## src/rtl/uart_pkg.sv

```systemverilog
// rtl/uart_pkg.sv - shared definitions for the oversampling UART blocks
package uart_pkg;

  localparam int PAR_NONE = 0;
  localparam int PAR_ODD  = 1;
  localparam int PAR_EVEN = 2;

  typedef enum logic [2:0] {
    ST_IDLE,
    ST_START,
    ST_DATA,
    ST_PARITY,
    ST_STOP,
    ST_WAIT_IDLE
  } rx_state_e;

  function automatic int calc_os_div(input int clk_fre, input int baud_rate);
    longint num;
    longint den;
    num = longint'(clk_fre) * 64'd1000000;
    den = longint'(baud_rate) * 64'd16;
    return int'(num / den);
  endfunction

endpackage

```

## src/rtl/uart_os_tick.sv

```systemverilog
// rtl/uart_os_tick.sv - oversample tick generator, one-clock tick every OS_DIV clocks
module uart_os_tick #(
  parameter int OS_DIV = 27
) (
  input  logic i_clk_sys,
  input  logic i_rst,
  input  logic i_clr,
  output logic o_tick
);

  localparam int CW = $clog2(OS_DIV);

  logic [CW-1:0] cnt;

  assign o_tick = (cnt == CW'(OS_DIV - 1));

  always_ff @(posedge i_clk_sys) begin
    if (i_rst || i_clr) begin
      cnt <= '0;
    end else if (o_tick) begin
      cnt <= '0;
    end else begin
      cnt <= cnt + CW'(1);
    end
  end

endmodule

```

## src/rtl/uart_rx_os.sv

```systemverilog
// rtl/uart_rx_os.sv - 16x oversampling UART receiver with majority vote,
// per-frame error flags and a one-entry valid/ready holding register
module uart_rx_os
  import uart_pkg::*;
#(
  parameter int CLK_FRE     = 50,
  parameter int BAUD_RATE   = 115200,
  parameter int DATA_WIDTH  = 8,
  parameter int PARITY_MODE = PAR_NONE,
  parameter int STOP_BITS   = 1,
  parameter int OS_DIV      = calc_os_div(CLK_FRE, BAUD_RATE)
) (
  input  logic                  i_clk_sys,
  input  logic                  i_rst,
  input  logic                  i_uart_rx,
  output logic [DATA_WIDTH-1:0] o_data,
  output logic                  o_valid,
  input  logic                  i_ready,
  output logic                  o_parity_err,
  output logic                  o_frame_err,
  output logic                  o_break,
  output logic                  o_overrun,
  output logic                  o_busy
);

  logic                  rx_meta, rx_sync, rx_prev;
  logic                  tick, start_edge;
  rx_state_e             state;
  logic [3:0]            os_cnt;
  logic [3:0]            bit_cnt;
  logic [1:0]            samp;
  logic [DATA_WIDTH-1:0] shreg;
  logic                  all_zero, ferr_acc, perr_acc;
  logic                  maj, decide, wrap, last_stop;
  logic                  new_ferr, new_brk;

  always_ff @(posedge i_clk_sys) begin
    if (i_rst) begin
      rx_meta <= 1'b1;
      rx_sync <= 1'b1;
      rx_prev <= 1'b1;
    end else begin
      rx_meta <= i_uart_rx;
      rx_sync <= rx_meta;
      rx_prev <= rx_sync;
    end
  end

  assign start_edge = (state == ST_IDLE) && rx_prev && !rx_sync;

  // Clearing the tick counter on the start edge aligns the bit phase to the edge
  uart_os_tick #(.OS_DIV(OS_DIV)) u_tick (
    .i_clk_sys (i_clk_sys),
    .i_rst     (i_rst),
    .i_clr     (start_edge),
    .o_tick    (tick)
  );

  // Samples at os_cnt 7 and 8 are stored; the third is the live line at os_cnt 9
  assign maj       = (samp[0] & samp[1]) | (samp[0] & rx_sync) | (samp[1] & rx_sync);
  assign decide    = tick && (os_cnt == 4'd9);
  assign wrap      = tick && (os_cnt == 4'd15);
  assign last_stop = (bit_cnt == 4'(STOP_BITS - 1));
  assign new_ferr  = ferr_acc | ~maj;
  assign new_brk   = all_zero & ~maj;
  assign o_busy    = (state != ST_IDLE);

  always_ff @(posedge i_clk_sys) begin
    if (i_rst) begin
      state        <= ST_IDLE;
      os_cnt       <= '0;
      bit_cnt      <= '0;
      samp         <= '0;
      shreg        <= '0;
      all_zero     <= 1'b0;
      ferr_acc     <= 1'b0;
      perr_acc     <= 1'b0;
      o_data       <= '0;
      o_valid      <= 1'b0;
      o_parity_err <= 1'b0;
      o_frame_err  <= 1'b0;
      o_break      <= 1'b0;
      o_overrun    <= 1'b0;
    end else begin
      o_overrun <= 1'b0;
      if (o_valid && i_ready) o_valid <= 1'b0;
      if (tick) begin
        os_cnt <= os_cnt + 4'd1;
        if (os_cnt == 4'd7) samp[0] <= rx_sync;
        if (os_cnt == 4'd8) samp[1] <= rx_sync;
      end
      case (state)
        ST_IDLE: begin
          if (start_edge) begin
            state    <= ST_START;
            os_cnt   <= '0;
            bit_cnt  <= '0;
            all_zero <= 1'b1;
            ferr_acc <= 1'b0;
            perr_acc <= 1'b0;
          end
        end
        ST_START: begin
          if (decide && maj) state <= ST_IDLE;
          else if (wrap)     state <= ST_DATA;
        end
        ST_DATA: begin
          if (decide) begin
            shreg    <= {maj, shreg[DATA_WIDTH-1:1]};
            all_zero <= new_brk;
          end
          if (wrap) begin
            if (bit_cnt == 4'(DATA_WIDTH - 1)) begin
              bit_cnt <= '0;
              state   <= (PARITY_MODE != PAR_NONE) ? ST_PARITY : ST_STOP;
            end else begin
              bit_cnt <= bit_cnt + 4'd1;
            end
          end
        end
        ST_PARITY: begin
          if (decide) begin
            perr_acc <= (PARITY_MODE == PAR_EVEN) ? (^shreg ^ maj) : ~(^shreg ^ maj);
            all_zero <= new_brk;
          end
          if (wrap) state <= ST_STOP;
        end
        ST_STOP: begin
          if (decide) begin
            ferr_acc <= new_ferr;
            all_zero <= new_brk;
            // Completion does not wait for the end of the last stop bit
            if (last_stop) begin
              state <= new_brk ? ST_WAIT_IDLE : ST_IDLE;
              if (!o_valid || i_ready) begin
                o_data       <= shreg;
                o_parity_err <= perr_acc;
                o_frame_err  <= new_ferr;
                o_break      <= new_brk;
                o_valid      <= 1'b1;
              end else begin
                o_overrun <= 1'b1;
              end
            end
          end
          if (wrap) bit_cnt <= bit_cnt + 4'd1;
        end
        ST_WAIT_IDLE: begin
          if (rx_sync) state <= ST_IDLE;
        end
        default: state <= ST_IDLE;
      endcase
    end
  end

endmodule

```

## config.mk

```make
export PLATFORM = sky130hd
export DESIGN_NAME = uart_rx_os
export DESIGN_NICKNAME = d
export VERILOG_FILES = /design/src/rtl/uart_pkg.sv /design/src/rtl/uart_os_tick.sv /design/src/rtl/uart_rx_os.sv
export SDC_FILE = /design/constraint.sdc
export NUM_CORES = 1
export LEC_CHECK = 0
export ABC_AREA = 1
export BUFFER_PORTS_ARGS = -buffer_cell sky130_fd_sc_hd__buf_2
export CAP_MARGIN = 0
export CORE_ASPECT_RATIO = 0.7
export CORE_MARGIN = 2
export CORE_UTILIZATION = 51
export CTS_BUF_LIST = sky130_fd_sc_hd__clkbuf_4 sky130_fd_sc_hd__clkbuf_8 sky130_fd_sc_hd__clkbuf_16
export DETAILED_ROUTE_END_ITERATION = 10
export PLACE_DENSITY_LB_ADDON = 0.3
export SLEW_MARGIN = 20
export SYNTH_ARGS = -nofsm -noshare
export SYNTH_HDL_FRONTEND = slang
export SYNTH_SLANG_ARGS = --single-unit
```

## constraint.sdc

```tcl
create_clock -name i_clk_sys -period 1.3 [get_ports i_clk_sys]
set_input_delay 0.13 -clock i_clk_sys [delete_from_list [all_inputs] [get_ports i_clk_sys]]
set_output_delay 0.13 -clock i_clk_sys [all_outputs]
set_load 0.02 [all_outputs]
```

==> Flow_metrics.wiki <==
{| class="wikitable"
! Metric !! Value
|-
| Outcome || finished, violations left
|-
| Violations in the final reports || setup timing
|-
| CP bufs+invs || 3
|-
| Sum of routed wire length over all layers || 6430 µm
|-
| Commonest cells in the synthesized netlist || sky130_fd_sc_hd__nand2_1, sky130_fd_sc_hd__dfxtp_1, sky130_fd_sc_hd__inv_1
|-
| Die boundary height || approximately 60 µm
|-
| Distinct cell type count of the synthesized netlist || 32
|-
| Least-Margin Pin Slew || around 270 ps
|-
| Worst-case hold path end point || rx_meta
|-
| Via Count || approximately 2300
|-
| Via count of the first global-routing pass || about 2200
|-
| RePlAce Congestion || 0.928
|-
| H-tree level count || 2
|-
| Worst reg2reg path startpoint || u_tick.cnt[0]
|-
| Post-synthesis cell area || 0.00220 mm²
|-
| Flop pwr share || 0.338
|-
| Count of standard-cell rows || 19
|-
| Dominant cells by area after synthesis || sky130_fd_sc_hd__dfxtp_1, sky130_fd_sc_hd__nand2_1, sky130_fd_sc_hd__inv_1, sky130_fd_sc_hd__nor2_1, sky130_fd_sc_hd__a21oi_1
|-
| HP Class || in -> reg
|-
| Maximum number of pins on one net before global-route repair || 23
|-
| Setup repair after global routing missed its margin || yes
|-
| GRT Residual Overflow || 0
|-
| Post-Syn Area per Cell || about 7.4 µm²
|-
| Routed WL per cell || approximately 15 µm
|-
| CP Class || reg -> reg
|-
| # Max-Cap Violations || 0
|-
| Post-route total power || 4.82 mW
|-
| Sequential cell area fraction in the yosys report || 0.409
|-
| Number of warnings printed during yosys synthesis || 0
|-
| Sequential cell area || 908 µm²
|-
| Multi-input logic area || 0.00133 mm²
|-
| Most numerous cell on the critical path || sky130_fd_sc_hd__nor2_4
|-
| Most used standard cell by instance count after synthesis || sky130_fd_sc_hd__nand2_1
|-
| Count of flip-flops with a built-in enable after synthesis || 0
|-
| Primary FF master, synth || sky130_fd_sc_hd__dfxtp_1
|-
| Post-route fraction of the period consumed by the critical path || 1.20
|-
| Clock share of power || 0.183
|-
| R2r endpoint || o_data[1]
|-
| Count of buffers inserted at the top-level ports || 17
|-
| Post-route worst setup slack || -260 ps
|-
| First-pass iteration count of the detailed router || 6
|-
| Count of cells along the worst hold path || 2
|-
| Comb power frac || 0.478
|-
| Cell depth of the worst flop-to-flop path || 9
|-
| Startpoint class of the critical path || register
|-
| Category of the worst setup path capture point || register
|-
| Worst slew margin relative to its limit || 0.816
|-
| Worst IR Drop VDD || 1.14 mV
|-
| Smallest hold slack || approximately 13 ps
|-
| Layout area overhead || 42.5%
|-
| Hold Buf Count CTS || 0
|-
| Fin crit period || 1560 ps
|-
| DRC marker count from the first detailed-route iteration || 198
|-
| Post-DP HPWL || roughly 3800 µm
|-
| Final max-slew violation count || 0
|-
| Kind of cell adding the most delay to the critical path || simple AND/OR/NAND/NOR gates
|-
| Antenna violations before repair || 0
|-
| Max Root-Sink Buffers || 2
|-
| Standard cell with the maximum stage delay on the critical path || sky130_fd_sc_hd__dfxtp_2
|-
| Max Clk Rate || 0.641 GHz
|-
| Ys async rst share || 0
|-
| Net switching component of the power || 1.94 mW
|-
| Die Width || 82.5 µm
|-
| Overall die area || 0.00487 mm²
|-
| Clock transition at the registers of the reported paths || 90 ps
|-
| Clock buffer count from CTS || 5
|-
| Initial core utilization || 0.545
|-
| Synth area leader || sky130_fd_sc_hd__dfxtp_1
|-
| Data arrival at the endpoint of the critical path || about 1800 ps
|-
| Standby leakage power || ~1.4 nW
|-
| Final hold vios || 0
|-
| Internal || 2.88 mW
|-
| Number of nets in the layout || 384
|-
| Cells after Synth || roughly 300
|-
| Beginning of the critical path || u_tick.cnt[0]
|-
| Slowest Stage Delay on Critical Path || approximately 330 ps
|-
| Largest fanout on the critical path || 5
|-
| Clock sink count || 45
|-
| Cell at the root of the clock tree || sky130_fd_sc_hd__clkbuf_8
|-
| Share of cells above drive strength 1 || 0.409
|-
| Fraction of post-synthesis cell area in the top cell type by area || 0.409
|-
| Max Clock Skew || between 6 and 7 ps
|-
| Fraction of power spent switching nets || 0.402
|-
| Setup slack at placement || -313 ps
|-
| Clock Latency Late Sink || 300 ps
|-
| Global-route wire length before repair || 10100 µm
|-
| Startpoint of the worst hold path || i_uart_rx
|-
| Count of boundary I/O pins || 18
|-
| GR Util All Layers || 0.278
|-
| CP cell instances || inv_2, ha_4, nand2_4, nor2_4, buf_4, nand4_1, buf_6, nor2_4, a21oi_2
|-
| Power per cell area || roughly 1500 mW/mm²
|-
| Final setup violation count || 43
|-
| CTS tree || yes
|-
| Number of fill cells in the layout || ~240
|-
| Core box area || 0.00404 mm²
|-
| Antenna cell count || 0
|-
| Reg2Reg Setup Slack || -260 ps
|-
| Number of remaining DRC errors || 0
|-
| Data required time of the worst path || 1490 ps
|-
| Via density || 5.39
|-
| Count of antenna-violating nets left after detailed routing || 0
|-
| Flip-flop and latch count after synthesis || 45
|-
| Syn Nets || just over 300
|}
==> metrics by stage <==
step	area (µm²)	std cells	utilization	setup TNS, ps
5_1_grt	3140	426	0.776	-10400
3_3_place_gp	2680	408	0.663	-5530
2_1_floorplan	2220	298	-	-985
4_1_cts	3050	425	0.755	-5860
6_report	3140	426	0.776	-7820
3_5_place_dp	2680	408	0.663	-8350
==> what timing repair did <==
action / 4_1_cts / 5_1_grt
pin swaps: 21 / 18
endpoints found under the setup margin: 43 / 43
gates cloned: 2 / 0
setup buffers: 7 / 2
gates resized for setup: 62 / 23
==> area by class of cell <==
cell class              count  share of cell area
flip-flops and latches     45               0.290
clock buffers               6              0.0243
multi-input cells         205               0.425
clock inverters             2             0.00319
well taps                  52              0.0207
repair buffers             73               0.184
inverters                  43              0.0531
==> worst reg2reg max path: stages, from the launching register on <==
cell                      delay [ps]
sky130_fd_sc_hd__dfxtp_2         330
sky130_fd_sc_hd__inv_2            50
sky130_fd_sc_hd__ha_4            120
sky130_fd_sc_hd__nand2_4          50
sky130_fd_sc_hd__nor2_4          170
sky130_fd_sc_hd__buf_4           140
sky130_fd_sc_hd__nand4_1         100
sky130_fd_sc_hd__buf_6           170
sky130_fd_sc_hd__nor2_4          220
sky130_fd_sc_hd__a21oi_2          90
==> layout by cell type (no fill, tap or decap), types with 9 or more instances in the layout <==
master	n
sky130_fd_sc_hd__buf_2	17
sky130_fd_sc_hd__a21oi_1	19
sky130_fd_sc_hd__nor2_4	9
sky130_fd_sc_hd__nand3_1	12
sky130_fd_sc_hd__o21ai_1	10
sky130_fd_sc_hd__buf_6	11
sky130_fd_sc_hd__o21ai_0	12
sky130_fd_sc_hd__buf_4	43
sky130_fd_sc_hd__nand2_1	44
sky130_fd_sc_hd__inv_1	34
sky130_fd_sc_hd__nor2_1	29
sky130_fd_sc_hd__dfxtp_1	39
==> power groups by stage <==
stage | Clock [mW] | Combinational [mW] | Sequential, mW
after floorplan | 0 | 1.18 | 1.65
after global routing | 0.925 | 2.51 | 1.64
final | 0.884 | 2.30 | 1.63
after global placement | 0 | 1.88 | 1.63
after CTS | 0.890 | 2.13 | 1.61
after detailed placement | 0 | 1.93 | 1.64
==> worst max path at each step <==
stage | end | depth (start not counted)
CTS | state[2] | 13
global route | state[2] | 13
global placement | o_data[5] | 7
finish | o_data[1] | 9
detailed placement | bit_cnt[3] | 10
floorplan | state[0] | 12
==> sequential cells by signal, summed over array words and instances (netlist names), 2 cells and up <==
register,count
shreg,8
os_cnt,4
u_tick.cnt,5
o_data,8
state,3
samp,2
bit_cnt,4
==> metal layers <==
layer / vias to the layer above / wire (µm) / global-route usage
met5: - / 0 / 0
met4: 0 / 212 / 0.115
met3: 26 / 449 / 0.0736
met2: 113 / 2910 / 0.414
met1: 1046 / 2860 / 0.383
li1: 1110 / - / -
==> kinds of logic (layout without fill, tap and decap cells) <==
kind of cell | after synthesis | in the layout | share of synthesized area
fa+ha+maj | 7 | 7 | 0.0398
compound gates | 60 | 60 | 0.144
buf+inv | 49 | 124 | 0.0949
xor+xnor | 9 | 9 | 0.0358
flops | 45 | 45 | 0.409
simple gates | 128 | 129 | 0.276
Note: power is estimated with default switching activity, not from simulation.
